===== src/rtl/branch_recovery_arbiter.sv =====
// Picks the oldest mispredicted branch across the integer lanes and sequences
// one recovery request at a time, parking an older late mispredict as pending.
//
// state | meaning
// IDLE  | no recovery outstanding
// REQ   | request presented, waiting for handshake
// WAIT  | request accepted, waiting for recovery completion
module branch_recovery_arbiter #(
  parameter int LANES    = 2,
  parameter int AL_PTR_W = 6,
  parameter int PC_W     = 32,
  parameter int CNT_W    = 8
) (
  input  logic                      i_clk,
  input  logic                      i_rst_n,
  input  logic [LANES-1:0]          i_br_valid,
  input  logic [LANES-1:0]          i_br_mispred,
  input  logic [LANES*AL_PTR_W-1:0] i_br_al_ptr,
  input  logic [LANES*PC_W-1:0]     i_br_next_pc,
  input  logic [AL_PTR_W-1:0]       i_al_head_ptr,
  output logic                      o_req_valid,
  output logic [AL_PTR_W-1:0]       o_req_al_ptr,
  output logic [PC_W-1:0]           o_req_next_pc,
  input  logic                      i_req_ready,
  input  logic                      i_rec_done,
  output logic                      o_busy,
  output logic [CNT_W-1:0]          o_drop_count
);

  localparam int DW = $clog2(LANES + 1) + 1;
  localparam int SW = ((CNT_W > DW) ? CNT_W : DW) + 1;

  typedef enum logic [1:0] {S_IDLE, S_REQ, S_WAIT} state_t;

  state_t              r_state;
  logic                r_req_valid;
  logic                r_busy;
  logic [AL_PTR_W-1:0] r_held_ptr;
  logic [PC_W-1:0]     r_held_pc;
  logic                r_pend_valid;
  logic [AL_PTR_W-1:0] r_pend_ptr;
  logic [PC_W-1:0]     r_pend_pc;
  logic [CNT_W-1:0]    r_drop_count;

  logic                w_cand;
  logic [AL_PTR_W-1:0] w_cand_ptr;
  logic [PC_W-1:0]     w_cand_pc;
  logic [AL_PTR_W-1:0] w_cand_age;
  logic [AL_PTR_W-1:0] w_lane_age;
  logic [DW-1:0]       w_nqual;
  logic [AL_PTR_W-1:0] w_held_age;
  logic [AL_PTR_W-1:0] w_pend_age;
  logic                w_older_held;
  logic                w_eff_valid;
  logic [AL_PTR_W-1:0] w_eff_ptr;
  logic [PC_W-1:0]     w_eff_pc;
  logic [DW-1:0]       w_drops;
  logic [SW-1:0]       w_sum;
  logic [CNT_W-1:0]    w_drop_next;

  // Oldest qualifying lane wins; strict compare keeps the lowest lane on ties.
  always_comb begin
    w_cand     = 1'b0;
    w_cand_ptr = '0;
    w_cand_pc  = '0;
    w_cand_age = '0;
    w_lane_age = '0;
    w_nqual    = '0;
    for (int i = 0; i < LANES; i++) begin
      if (i_br_valid[i] && i_br_mispred[i]) begin
        w_nqual    = w_nqual + DW'(1);
        w_lane_age = i_br_al_ptr[i*AL_PTR_W +: AL_PTR_W] - i_al_head_ptr;
        if (!w_cand || (w_lane_age < w_cand_age)) begin
          w_cand     = 1'b1;
          w_cand_age = w_lane_age;
          w_cand_ptr = i_br_al_ptr[i*AL_PTR_W +: AL_PTR_W];
          w_cand_pc  = i_br_next_pc[i*PC_W +: PC_W];
        end
      end
    end
  end

  // Pending as it would look after absorbing this cycle's candidate.
  always_comb begin
    w_held_age   = r_held_ptr - i_al_head_ptr;
    w_pend_age   = r_pend_ptr - i_al_head_ptr;
    w_older_held = w_cand && (w_cand_age < w_held_age);
    w_eff_valid  = r_pend_valid || w_older_held;
    w_eff_ptr    = r_pend_ptr;
    w_eff_pc     = r_pend_pc;
    if (w_older_held && (!r_pend_valid || (w_cand_age < w_pend_age))) begin
      w_eff_ptr = w_cand_ptr;
      w_eff_pc  = w_cand_pc;
    end
  end

  // In WAIT with a pending already held, exactly one of candidate/pending is lost.
  always_comb begin
    w_drops = '0;
    if (w_cand) w_drops = w_nqual - DW'(1);
    if (w_cand && (((r_state == S_REQ) && !w_older_held) ||
                   ((r_state == S_WAIT) && (!w_older_held || r_pend_valid))))
      w_drops = w_drops + DW'(1);
    w_sum       = SW'(r_drop_count) + SW'(w_drops);
    w_drop_next = (w_sum > SW'({CNT_W{1'b1}})) ? {CNT_W{1'b1}} : w_sum[CNT_W-1:0];
  end

  always_ff @(posedge i_clk or negedge i_rst_n) begin
    if (!i_rst_n) begin
      r_state      <= S_IDLE;
      r_req_valid  <= 1'b0;
      r_busy       <= 1'b0;
      r_held_ptr   <= '0;
      r_held_pc    <= '0;
      r_pend_valid <= 1'b0;
      r_pend_ptr   <= '0;
      r_pend_pc    <= '0;
      r_drop_count <= '0;
    end else begin
      r_drop_count <= w_drop_next;
      case (r_state)
        S_IDLE: begin
          if (w_cand) begin
            r_held_ptr  <= w_cand_ptr;
            r_held_pc   <= w_cand_pc;
            r_state     <= S_REQ;
            r_req_valid <= 1'b1;
            r_busy      <= 1'b1;
          end
        end
        S_REQ: begin
          if (i_req_ready) begin
            r_state      <= S_WAIT;
            r_req_valid  <= 1'b0;
            r_pend_valid <= w_eff_valid;
            r_pend_ptr   <= w_eff_ptr;
            r_pend_pc    <= w_eff_pc;
          end else if (w_older_held) begin
            r_held_ptr <= w_cand_ptr;
            r_held_pc  <= w_cand_pc;
          end
        end
        S_WAIT: begin
          if (i_rec_done) begin
            r_pend_valid <= 1'b0;
            if (w_eff_valid) begin
              r_held_ptr  <= w_eff_ptr;
              r_held_pc   <= w_eff_pc;
              r_state     <= S_REQ;
              r_req_valid <= 1'b1;
            end else begin
              r_state <= S_IDLE;
              r_busy  <= 1'b0;
            end
          end else begin
            r_pend_valid <= w_eff_valid;
            r_pend_ptr   <= w_eff_ptr;
            r_pend_pc    <= w_eff_pc;
          end
        end
        default: begin
          r_state     <= S_IDLE;
          r_req_valid <= 1'b0;
          r_busy      <= 1'b0;
        end
      endcase
    end
  end

  assign o_req_valid   = r_req_valid;
  assign o_req_al_ptr  = r_held_ptr;
  assign o_req_next_pc = r_held_pc;
  assign o_busy        = r_busy;
  assign o_drop_count  = r_drop_count;

endmodule


===== config.mk =====
export PLATFORM = sky130hd
export DESIGN_NAME = branch_recovery_arbiter
export DESIGN_NICKNAME = d
export VERILOG_FILES = /design/src/rtl/branch_recovery_arbiter.sv
export SDC_FILE = /design/constraint.sdc
export NUM_CORES = 1
export LEC_CHECK = 0
export BUFFER_PORTS_ARGS = -buffer_cell sky130_fd_sc_hd__buf_2
export CAP_MARGIN = 40
export CORE_MARGIN = 2
export CORE_UTILIZATION = 40
export CTS_BUF_LIST = sky130_fd_sc_hd__clkbuf_8
export CTS_CLUSTER_SIZE = 28
export DETAILED_ROUTE_END_ITERATION = 7
export PLACE_DENSITY = 0.72
export SYNTH_ARGS = -nofsm -noshare
export SYNTH_HDL_FRONTEND = slang
export SYNTH_SLANG_ARGS = --single-unit
export TNS_END_PERCENT = 30

===== constraint.sdc =====
create_clock -name i_clk -period 9.71 [get_ports i_clk]
set_input_delay 0 -clock i_clk [delete_from_list [all_inputs] [get_ports i_clk]]
set_output_delay 0 -clock i_clk [all_outputs]
set_load 0.02 [all_outputs]

==> impl_metrics.json <==
{
  "startpoint_type": "primary input",
  "wl_microns": 16500,
  "coreArea_sq_um": 14400,
  "fin_tns_setup_ns": 0,
  "synth_area_per_cell_sq_um": 8.62,
  "synth.distinct_cells": 54,
  "die_w_microns": 125,
  "drc_errors": 0,
  "area_delta_synth_final_pct": 25.4,
  "dr.pass1.iters": 4,
  "htree_levels": 3,
  "ir_worst_vdd_uv": 111,
  "clk-insertion-delay-late_ns": 0.38,
  "ant_nets": 0,
  "fin_crit_ns": 6.20,
  "relSlewSlack_pct": 45.4,
  "crit_slowest_cell": "dlygate4sd3_1",
  "nets": 961,
  "gr-total-overflow": 0,
  "crit_end": "o_drop_count[6]$_DFF_PN0_",
  "top_usage_layer": "met2",
  "critPathLaunch": "i_br_al_ptr[6]",
  "met1_usage_pct": 28.0,
  "critPathArrivalTime_ns": 6.45,
  "holdPathStages": 4,
  "grt_pass1_wl_microns": 27100,
  "required_ns": 9.96,
  "total_power_mw": 1.97,
  "rows": 44,
  "drt_iter0_drc": 342,
  "synth_nets": 807,
  "vias": 5484,
  "numCtsBuffers": 9,
  "critPathMaxStageDelay_ns": 0.53,
  "fin_crit_sh_pct": 63.8,
  "grt_max_degree": 78,
  "die_h_microns": 125,
  "rr_endpoint": "o_req_next_pc[19]$_DFFE_PN0P_",
  "vias_per_cell": 5.37,
  "drv_slew": 0,
  "numPortBuffers": 137,
  "antenna_found_initial": 1,
  "gr-usage-met3_pct": 3.95,
  "cts_setup_buffers": 0,
  "powerDensity_nw_per_um2": 270,
  "grt_usage_pct": 21.5,
  "hold_path.class": "primary input to flip-flop",
  "synth-async-reset-ratio_pct": 100,
  "clock_skew_ns": 0.0155,
  "rr_worst_depth": 15,
  "synth_flop_cell": "dfrtp_1",
  "use_met2_pct": 35.1,
  "hold_viol": 0,
  "final_common_cell": "buf_2",
  "synth-seq-cells": 89,
  "initial_core_util_pct": 40.5,
  "cts_tree": "done",
  "io_pins": 138,
  "crit_path_end_kind": "flip-flop",
  "dp_hpwl_microns": 10800,
  "clk_path_buf_depth": 2,
  "synth_area_sq_um": 5820,
  "synth_seq_area_share_pct": 38.2,
  "mostFrequentLayoutCells": "136 x buf_2, 96 x a21oi_1, 89 x dfrtp_1, 64 x nand2_1, 50 x o21ai_0",
  "fillers": 1349,
  "synth-edff-count": 0,
  "cts_resized": 0,
  "path_max_fanout": 47,
  "die_area_sq_um": 15500,
  "max_slew.worst_pin.slew_ns": 0.812,
  "drive_gt1_share_pct": 20.8,
  "gp_congestion": 0.840,
  "crit_type": "primary input to flip-flop",
  "r2r-start": "o_req_al_ptr[1]$_DFFE_PN0P_",
  "cts.clk_slew.worst_paths_ns": 0.08,
  "yosysWarnings": 0,
  "status": "finished, final reports clean",
  "dp_cells": 957,
  "reg2reg_slack_ns": 5.28,
  "synthCells": 676,
  "rsz0062_at_grt": "no",
  "grt_pass1_vias": 5533,
  "leakage_nw": 3.68,
  "wire_per_inst_microns": 16.2,
  "setup_viol": 0,
  "cts_root_buf": "clkbuf_8",
  "maxCapViolations": 0,
  "cts.sinks": 89,
  "fin_cells": 1021,
  "max_freq_mhz": 161
}
power breakdown:
part / switching (mW) / internal, mW / total [mW]
Combinational: 0.647 / 0.409 / 1.06
Sequential: 0.101 / 0.512 / 0.613
Clock: 0.147 / 0.154 / 0.301
Total: 0.896 / 1.07 / 1.97
synth_stat cells (4+ instances only):
cell type | count | share of area (%)
dfrtp_1 | 89 | 38
nand2_1 | 64 | 4.1
a21oi_1 | 98 | 8.4
a22o_1 | 38 | 5.7
nor2b_1 | 5 | 0.54
o21ai_1 | 40 | 3.4
xnor2_1 | 14 | 2.1
nand3_1 | 4 | 0.34
o21ai_0 | 50 | 4.3
nand2b_1 | 5 | 0.54
buf_4 | 7 | 0.90
a21o_1 | 11 | 1.4
inv_1 | 24 | 1.5
o21a_1 | 4 | 0.52
clkbuf_1 | 34 | 2.2
ha_1 | 36 | 7.7
and3_1 | 38 | 4.1
xor2_1 | 9 | 1.4
nor2_1 | 48 | 3.1
fa_1 | 5 | 1.7
buf_6 | 4 | 0.77
how the worst min path moves through the flow:
stage                          start                   endpoint  slack (ns)
CTS                 i_br_next_pc[21]  r_pend_pc[21]$_DFFE_PN0P_       0.006
global route        i_br_next_pc[24]  r_pend_pc[24]$_DFFE_PN0P_        0.04
detailed placement           i_rst_n  o_drop_count[6]$_DFF_PN0_        0.04
floorplan                    i_rst_n         o_busy$_DFFE_PN0P_       -0.30
finish               i_br_next_pc[6]   r_pend_pc[6]$_DFFE_PN0P_        0.03
global placement             i_rst_n  o_drop_count[6]$_DFF_PN0_        0.03
metal layers:
metal  wire length (microns)  vias up
met1                    7570     2572
met2                    7720      170
met3                     814       30
li1                        -     2712
met4                     413        0
met5                       0        -
cells by family after synthesis:
kind of cell | after synthesis | share of synthesized area [%]
fa+ha+maj | 43 | 9.82
flops | 89 | 38.2
mux | 3 | 0.537
xor+xnor | 23 | 3.46
buf+inv | 73 | 5.74
compound gates | 267 | 27.9
other cells | 1 | 0.0644
simple gates | 177 | 14.3
what timing repair did:
action,CTS,global route
hold buffers,46,0
endpoints found under the setup margin,0,0
hold endpoints to repair,116,0
sequential cells by signal, summed over array words and instances, names as in the netlist:
signal,flops
o_req_al_ptr,6
r_pend_pc,32
o_req_next_pc,32
o_drop_count,8
o_busy,1
r_pend_valid,1
r_pend_ptr,6
o_req_valid,1
r_state,2
per-stage QoR:
| step | hold WS (ns) | instance area [sq um] | worst slack [ns] | util [%] |
|---|---|---|---|---|
| floorplan | -0.296 | 5820 | 4.24 | - |
| global placement | 0.0344 | 6610 | 3.74 | 46.0 |
| detailed placement | 0.0382 | 6610 | 3.57 | 46.0 |
| CTS | 0.00645 | 7300 | 3.57 | 50.8 |
| global route | 0.0404 | 7300 | 2.93 | 50.8 |
| finish | 0.0263 | 7300 | 3.51 | 50.8 |
area by class of cell:
| class | instances | area [sq um] | share of cell area, % |
|---|---|---|---|
| multi-input combinational | 514 | 3310 | 45.3 |
| sequential | 89 | 2230 | 30.5 |
| timing repair buffer | 192 | 1220 | 16.6 |
| tap | 184 | 230 | 3.15 |
| clock buffer | 10 | 138 | 1.88 |
| clock inverter | 6 | 90.1 | 1.23 |
| inverter | 24 | 90.1 | 1.23 |
| antenna | 2 | 5.00 | 0.0685 |
worst max-delay path, delay by kind of cell:
kind | cells | cell delay (ns)
fa+ha+maj | 7 | 2.04
simple gates | 2 | 0.44
buf+inv | 7 | 1.35
compound gates | 10 | 1.92
xor+xnor | 1 | 0.17
mux | 2 | 0.52
Power figures use the tool's default switching activity.
